**src/rtl/score_text_gen.sv**
```systemverilog
// HUD text source: double-dabble score conversion and character-cell
// lookup feeding the font ROM.
module score_text_gen #(
   parameter int SCORE_W   = 14,
   parameter int SCORE_MAX = 9999
) (
   input  logic               clk,
   input  logic               rst,
   input  logic [SCORE_W-1:0] score_in,
   input  logic               score_valid,
   input  logic [1:0]         lives,
   input  logic [7:0]         char_xy,
   output logic [6:0]         char_code,
   output logic               busy
);

   localparam int CW = $clog2(SCORE_W + 1);
   localparam int SW = SCORE_W + 16;
   localparam logic [SCORE_W-1:0] MAX_V = SCORE_W'(SCORE_MAX);

   typedef enum logic [1:0] {IDLE, SHIFT, DONE} state_t;

   state_t             state, state_nx;
   logic [SW-1:0]      sreg, sreg_nx, adj;
   logic [CW-1:0]      cnt, cnt_nx;
   logic               pend, pend_nx;
   logic [SCORE_W-1:0] pend_val, pend_val_nx;
   logic [SCORE_W-1:0] src, clamped;
   logic [15:0]        digits, digits_nx;
   logic [6:0]         code_nx;
   logic [3:0]         row, col;
   logic [3:0]         nib;

   always_ff @(posedge clk) begin
      if (rst) begin
         state     <= IDLE;
         sreg      <= '0;
         cnt       <= '0;
         pend      <= 1'b0;
         pend_val  <= '0;
         digits    <= '0;
         char_code <= 7'h20;
      end else begin
         state     <= state_nx;
         sreg      <= sreg_nx;
         cnt       <= cnt_nx;
         pend      <= pend_nx;
         pend_val  <= pend_val_nx;
         digits    <= digits_nx;
         char_code <= code_nx;
      end
   end

   // A fresh request in IDLE is newer than anything pending.
   always_comb begin
      src     = score_valid ? score_in : pend_val;
      clamped = (src > MAX_V) ? MAX_V : src;
   end

   always_comb begin
      adj = sreg;
      for (int i = 0; i < 4; i++) begin
         if (sreg[SCORE_W+4*i +: 4] >= 4'd5)
            adj[SCORE_W+4*i +: 4] = sreg[SCORE_W+4*i +: 4] + 4'd3;
      end
   end

   always_comb begin
      state_nx    = state;
      sreg_nx     = sreg;
      cnt_nx      = cnt;
      pend_nx     = pend;
      pend_val_nx = pend_val;
      digits_nx   = digits;
      case (state)
         IDLE: begin
            if (score_valid || pend) begin
               sreg_nx  = {16'd0, clamped};
               pend_nx  = 1'b0;
               cnt_nx   = '0;
               state_nx = SHIFT;
            end
         end
         SHIFT: begin
            sreg_nx = {adj[SW-2:0], 1'b0};
            cnt_nx  = cnt + CW'(1);
            if (cnt == CW'(SCORE_W - 1))
               state_nx = DONE;
         end
         DONE: begin
            digits_nx = sreg[SW-1:SCORE_W];
            state_nx  = IDLE;
         end
         default: state_nx = IDLE;
      endcase
      if (score_valid && state != IDLE) begin
         pend_nx     = 1'b1;
         pend_val_nx = score_in;
      end
   end

   assign busy = (state != IDLE) || pend;

   assign row = char_xy[7:4];
   assign col = char_xy[3:0];

   always_comb begin
      nib = 4'd0;
      case (col)
         4'd6:    nib = digits[15:12];
         4'd7:    nib = digits[11:8];
         4'd8:    nib = digits[7:4];
         4'd9:    nib = digits[3:0];
         default: nib = 4'd0;
      endcase
   end

   always_comb begin
      code_nx = 7'h20;
      if (row == 4'd0) begin
         case (col)
            4'd0:    code_nx = 7'h53;
            4'd1:    code_nx = 7'h43;
            4'd2:    code_nx = 7'h4f;
            4'd3:    code_nx = 7'h52;
            4'd4:    code_nx = 7'h45;
            4'd6, 4'd7, 4'd8, 4'd9:
                     code_nx = 7'h30 + {3'b000, nib};
            default: code_nx = 7'h20;
         endcase
      end else if (row == 4'd1) begin
         case (col)
            4'd0:    code_nx = 7'h4c;
            4'd1:    code_nx = 7'h49;
            4'd2:    code_nx = 7'h56;
            4'd3:    code_nx = 7'h45;
            4'd4:    code_nx = 7'h53;
            default: begin
               if (col >= 4'd6 &&
                   {1'b0, col} < 5'd6 + {3'b000, lives})
                  code_nx = 7'h03;
            end
         endcase
      end
   end

endmodule

```
**config.mk**
```make
export PLATFORM = sky130hd
export DESIGN_NAME = score_text_gen
export DESIGN_NICKNAME = d
export VERILOG_FILES = /design/src/rtl/score_text_gen.sv
export SDC_FILE = /design/constraint.sdc
export NUM_CORES = 1
export LEC_CHECK = 0
export CORE_ASPECT_RATIO = 0.8
export CORE_MARGIN = 2
export CORE_UTILIZATION = 40
export CTS_CLUSTER_SIZE = 10
export DETAILED_ROUTE_END_ITERATION = 7
export HOLD_SLACK_MARGIN = 0.1
export PLACE_DENSITY = 0.67
export SYNTH_ARGS = -nofsm -noshare
export SYNTH_HDL_FRONTEND = slang
export SYNTH_SLANG_ARGS = --single-unit
export TNS_END_PERCENT = 50
```
**constraint.sdc**
```tcl
create_clock -name clk -period 1.9 [get_ports clk]
set_input_delay 0.285 -clock clk [delete_from_list [all_inputs] [get_ports clk]]
set_output_delay 0.285 -clock clk [all_outputs]
set_load 0.1 [all_outputs]
```
=== Word level (Yosys, flattened, before mapping) ===
Index checks and enable logic that the tools add are counted.

* Register bits after elaboration: 74
* Input port bits: 27
* Word-level logic and storage cells: 72

* Add/subtract/negate cells: 7
* Order comparisons: 7
* Equal/unequal tests: 14
* Mux-type cells: 22
* Reduce and logical (&&, ||, !) cells: 15

{| class="wikitable"
|+ Operators with widths
! kind !! count
|-
| case mux 30 bit (2 select lines) || 1
|-
| case mux 7 bit (6 select lines) || 1
|-
| case mux 7 bit (5 select lines) || 1
|-
| 2-to-1 mux 30 bit || 1
|-
| 2-to-1 mux 14 bit || 2
|-
| greater-or-equal comparator 4 x 3 -> 1 bit (second input constant) || 5
|-
| 2-to-1 mux 4 bit || 4
|-
| case mux 4 bit (4 select lines) || 1
|-
| greater-than comparator 14 bit (second input constant) || 1
|-
| 2-to-1 mux 7 bit || 2
|-
| adder 4 x 2 -> 4 bit (second input constant) || 3
|-
| equality test 4 x 3 -> 1 bit (second input constant) || 3
|-
| equality test 4 bit (second input constant) || 3
|-
| equality test 4 x 1 -> 1 bit (second input constant) || 2
|-
| equality test 4 x 2 -> 1 bit (second input constant) || 2
|-
| logical NOT 4 bit || 2
|-
| case mux 4 bit (2 select lines) || 1
|-
| nonzero test 2 bit || 4
|-
| adder 6 x 4 -> 7 bit (first input constant) || 1
|-
| 2-to-1 mux 6 bit || 1
|-
| AND reduction 2 bit || 3
|-
| adder 3 x 2 -> 4 bit (first input constant) || 1
|-
| adder 4 x 1 -> 4 bit (second input constant) || 1
|-
| less-than comparator 4 bit || 1
|-
| 12 further kinds || 18
|}

=== Logic depth before layout (Yosys ltp) ===
* Depth in word-level cells: 7
* Depth in mapped cells: 7
* Depth with buffers taken out: 6

=== Worst setup path before layout ===
No wires, ideal clock.

* Path type: register -> output
* From: reg state[0]
* To: out busy
* Arrival time: 1.197 ns
* Slack: 0.418 ns
* Stages on the path, launching flop included: 3
* Path through: dfxtp_1 -> buf_2 -> or3_1

* Longest elaborated chain between the ends: 2

{| class="wikitable"
|+ RTL lines
! item !! RTL line !! text
|-
| start: declaration || 23 || <nowiki>state_t state, state_nx;</nowiki>
|-
| start signal: assignment || 44 || <nowiki>state <= state_nx;</nowiki>
|-
| nonzero test 2 bit || 102 || <nowiki>assign busy = (state != IDLE) || pend;</nowiki>
|-
| logical OR 1 bit || 102 ||
|-
| end: declaration || 14 || <nowiki>output logic busy</nowiki>
|}

Every way passes these cells.

=== Worst setup path in the final report ===
* From: reg state[1]
* To: out busy

Same word-level chain as after synthesis.

==> out/metrics.yaml <==
status:
  status: "complete, no violations"
global_route:
  grt_max_degree: 63
  overflow: 0
  grt_pass1_vias: 3294
  antenna_found_initial: 0
  gr-usage-all-layers_pct: 18.82
  grt_pass1_wl_um: 15500
routing:
  m1WireLength_um: 4536
  drc_errors: 0
  routed_via_density: 5.525
  drt_iter0_drc: 286
  wl_per_cell_um: 14.83
  route.met3.wl_um: 430
  drt-pass1-iter-count: 5
  wl_um: 8959
  top_layer: "met4"
  ant_nets: 0
  dr_wl_met2_um: 3875
  vias: 3337
synth:
  synth_ff_type: "dfxtp_1"
  synthSimpleGateAreaFrac_pct: 18.94
  synth_fa_ha_area_share_pct: 4.405
  postSynthCellCount: 438
  synth_area_per_cell_um2: 8.430
  synth_area_um2: 3692
  ys_types: 56
  synth.yosys.seq_area_share_pct: 40.12
  synthMuxAreaShare_pct: 3.626
  syn-num-nets: 478
  synth_compound_area_share_pct: 24.74
  ys_top_cells_by_count: "dfxtp_1 (74), nand2_1 (71), a21oi_1 (49)"
  synth-seq-cells: 74
  synth_edf_count: 0
  yosysWarnings: 0
  synth-async-reset-ratio_pct: 0
  ys_top_cells_by_area: "dfxtp_1 (40%), nand2_1 (7.2%), a21oi_1 (6.6%), ha_1 (4.4%), mux2i_1 (2.7%)"
  synth_top_family_by_area: "compound AO/OA/AOI/OAI gates"
  yosys.area.top_type: "dfxtp_1"
  synth_top_cell_area_share_pct: 40.12
  synthXorXnorAreaFrac_pct: 2.372
  yosysMostFrequentCell: "dfxtp_1"
pwr:
  pwr_density_cell_nw_per_um2: 849.1
  vdd_drop_max_mv: 0.5233
  leakage_nw: 1.687
  p_total_mw: 3.908
sta:
  finalSetupViolCount: 0
  slew_violations: 0
  fin_tns_setup_ns: 0
  slew-limit-headroom_pct: 65.48
  skew_ns: 0.004966
  fin_crit_sh_pct: 88.28
  rsz0062_at_grt: "false"
  worst_slew_pin_slew_ns: 0.5131
  max_freq_ghz: 0.5962
  period_needed_ns: 1.677
  finalHoldViolCount: 0
clocking:
  worstSkewPairLatency_ns: 0.34
  tritoncts: "done"
  numClockSinks: 74
  cts_buffers: 9
  clock_path_buffers: 2
  cts.root.buffer_cell: "clkbuf_16"
  cts_setup_buffers: 0
  htreeDepth: 3
  clk_pin_slew_ns: 0.06
  hold_buffers: 0
  ctsResizeCount: 0
floorplanning:
  pin_count: 35
  die_h_um: 89.94
  row_count: 31
  dieArea_um2: 10020
  start_util_pct: 41.03
  chipWidth_um: 111.4
  core_um2: 8999
critical_path:
  crit_path_end_kind: "output port"
  worstSetupStartpoint: "state[1]"
  cp.required_ns: 1.62
  r2r-start: "state[0]"
  crit_fanout: 11
  start_kind: "flop"
  cp_data_arrival_time_ns: 1.39
  crit_type: "reg2out"
placement:
  place_area_um2: 4282
  gp_congestion: 0.8372
  io_buffer_count: 34
  post-dp-hpwl_um: 6471
flow_run:
  cap_violations: 0
finish:
  nFillCells: 845
  n_antenna_cell: 0
  layout-drive-gt1-share_pct: 12.88
  design_area_um2: 4602
  area_delta_synth_final_pct: 24.64
  nets: 524
hold_path:
  min_from: "rst"
  hp-class: "in2reg"
## power breakdown
| part | leakage, nW | total, mW | internal (mW) | switching (mW) |
|---|---|---|---|---|
| combinational | 0.932 | 0.463 | 0.206 | 0.257 |
| clock | 0.156 | 1.82 | 1.18 | 0.643 |
| sequential | 0.600 | 1.62 | 1.59 | 0.0306 |
| total | 1.69 | 3.91 | 2.98 | 0.931 |
## worst paths after layout
kind	endpoint	slack, ns	cells past startpoint
setup / recovery	busy	0.22	2
hold / removal	char_code[3]	0.31	3
setup reg to reg	sreg[3]	0.29	4
hold reg to reg	digits[15]	0.45	2
## area by class of cell
type | instances | area [µm²] | area share, %
well taps | 115 | 143.9 | 3.127
clock buffers | 11 | 242.7 | 5.275
inverters | 15 | 56.30 | 1.223
repair buffers | 64 | 603.1 | 13.10
multi-input cells | 320 | 1997 | 43.39
clock inverters | 5 | 77.57 | 1.686
flip-flops and latches | 74 | 1481 | 32.19
## cell usage in the layout (no fill, tap or decap), drive strengths merged, types with 7 or more instances in the layout
cell	synthesis	routed
ha	13	13
a22oi	12	12
clkdlybuf4s50	0	25
a22o	8	8
mux2i	10	10
nor3	11	11
o22ai	10	10
nor2	22	22
a21oi	50	50
nand2	72	72
dfxtp	74	74
inv	15	15
nand2b	7	7
clkbuf	12	11
nand3	8	8
buf	17	39
o21ai	15	15
## per-stage QoR
step | hold slack [ns] | cells | utilization (%) | setup WS (ns)
6_report | 0.3149 | 604 | 51.14 | 0.2226
5_1_grt | 0.3300 | 604 | 51.14 | 0.1587
4_1_cts | 0.3035 | 604 | 51.14 | 0.2188
3_5_place_dp | 0.4473 | 588 | 47.58 | -0.02471
3_3_place_gp | 0.4422 | 588 | 47.58 | 0.05855
2_1_floorplan | 0.4210 | 438 | - | 0.4183
## logic make-up (layout without fill, tap and decap cells)
kind of cell	after synthesis	count (layout)
xor gates and xnor gates	10	10
adders and majority gates	13	13
AOI/OAI and AO/OA	137	137
buffers and inverters	44	95
and+or+nand+nor	147	147
muxes	13	13
DFF	74	74
## flip-flops by register name (all words and copies together), names as in the netlist
signal	count
pend	1
cnt	4
char_code	7
digits	16
sreg	30
state	2
pend_val	14
## per-layer routing
metal | vias up | GRT usage, %
met2 | 78 | 28.00
li1 | 1686 | -
met5 | - | 0
met4 | 0 | 5.864
met1 | 1560 | 26.48
met3 | 13 | 5.327
## critical path: stages, from the launching register on
cell	delay (ns)
dfxtp_1	0.42
or3_1	0.44
buf_12	0.19
No activity file was read; power rests on OpenSTA's default activity.
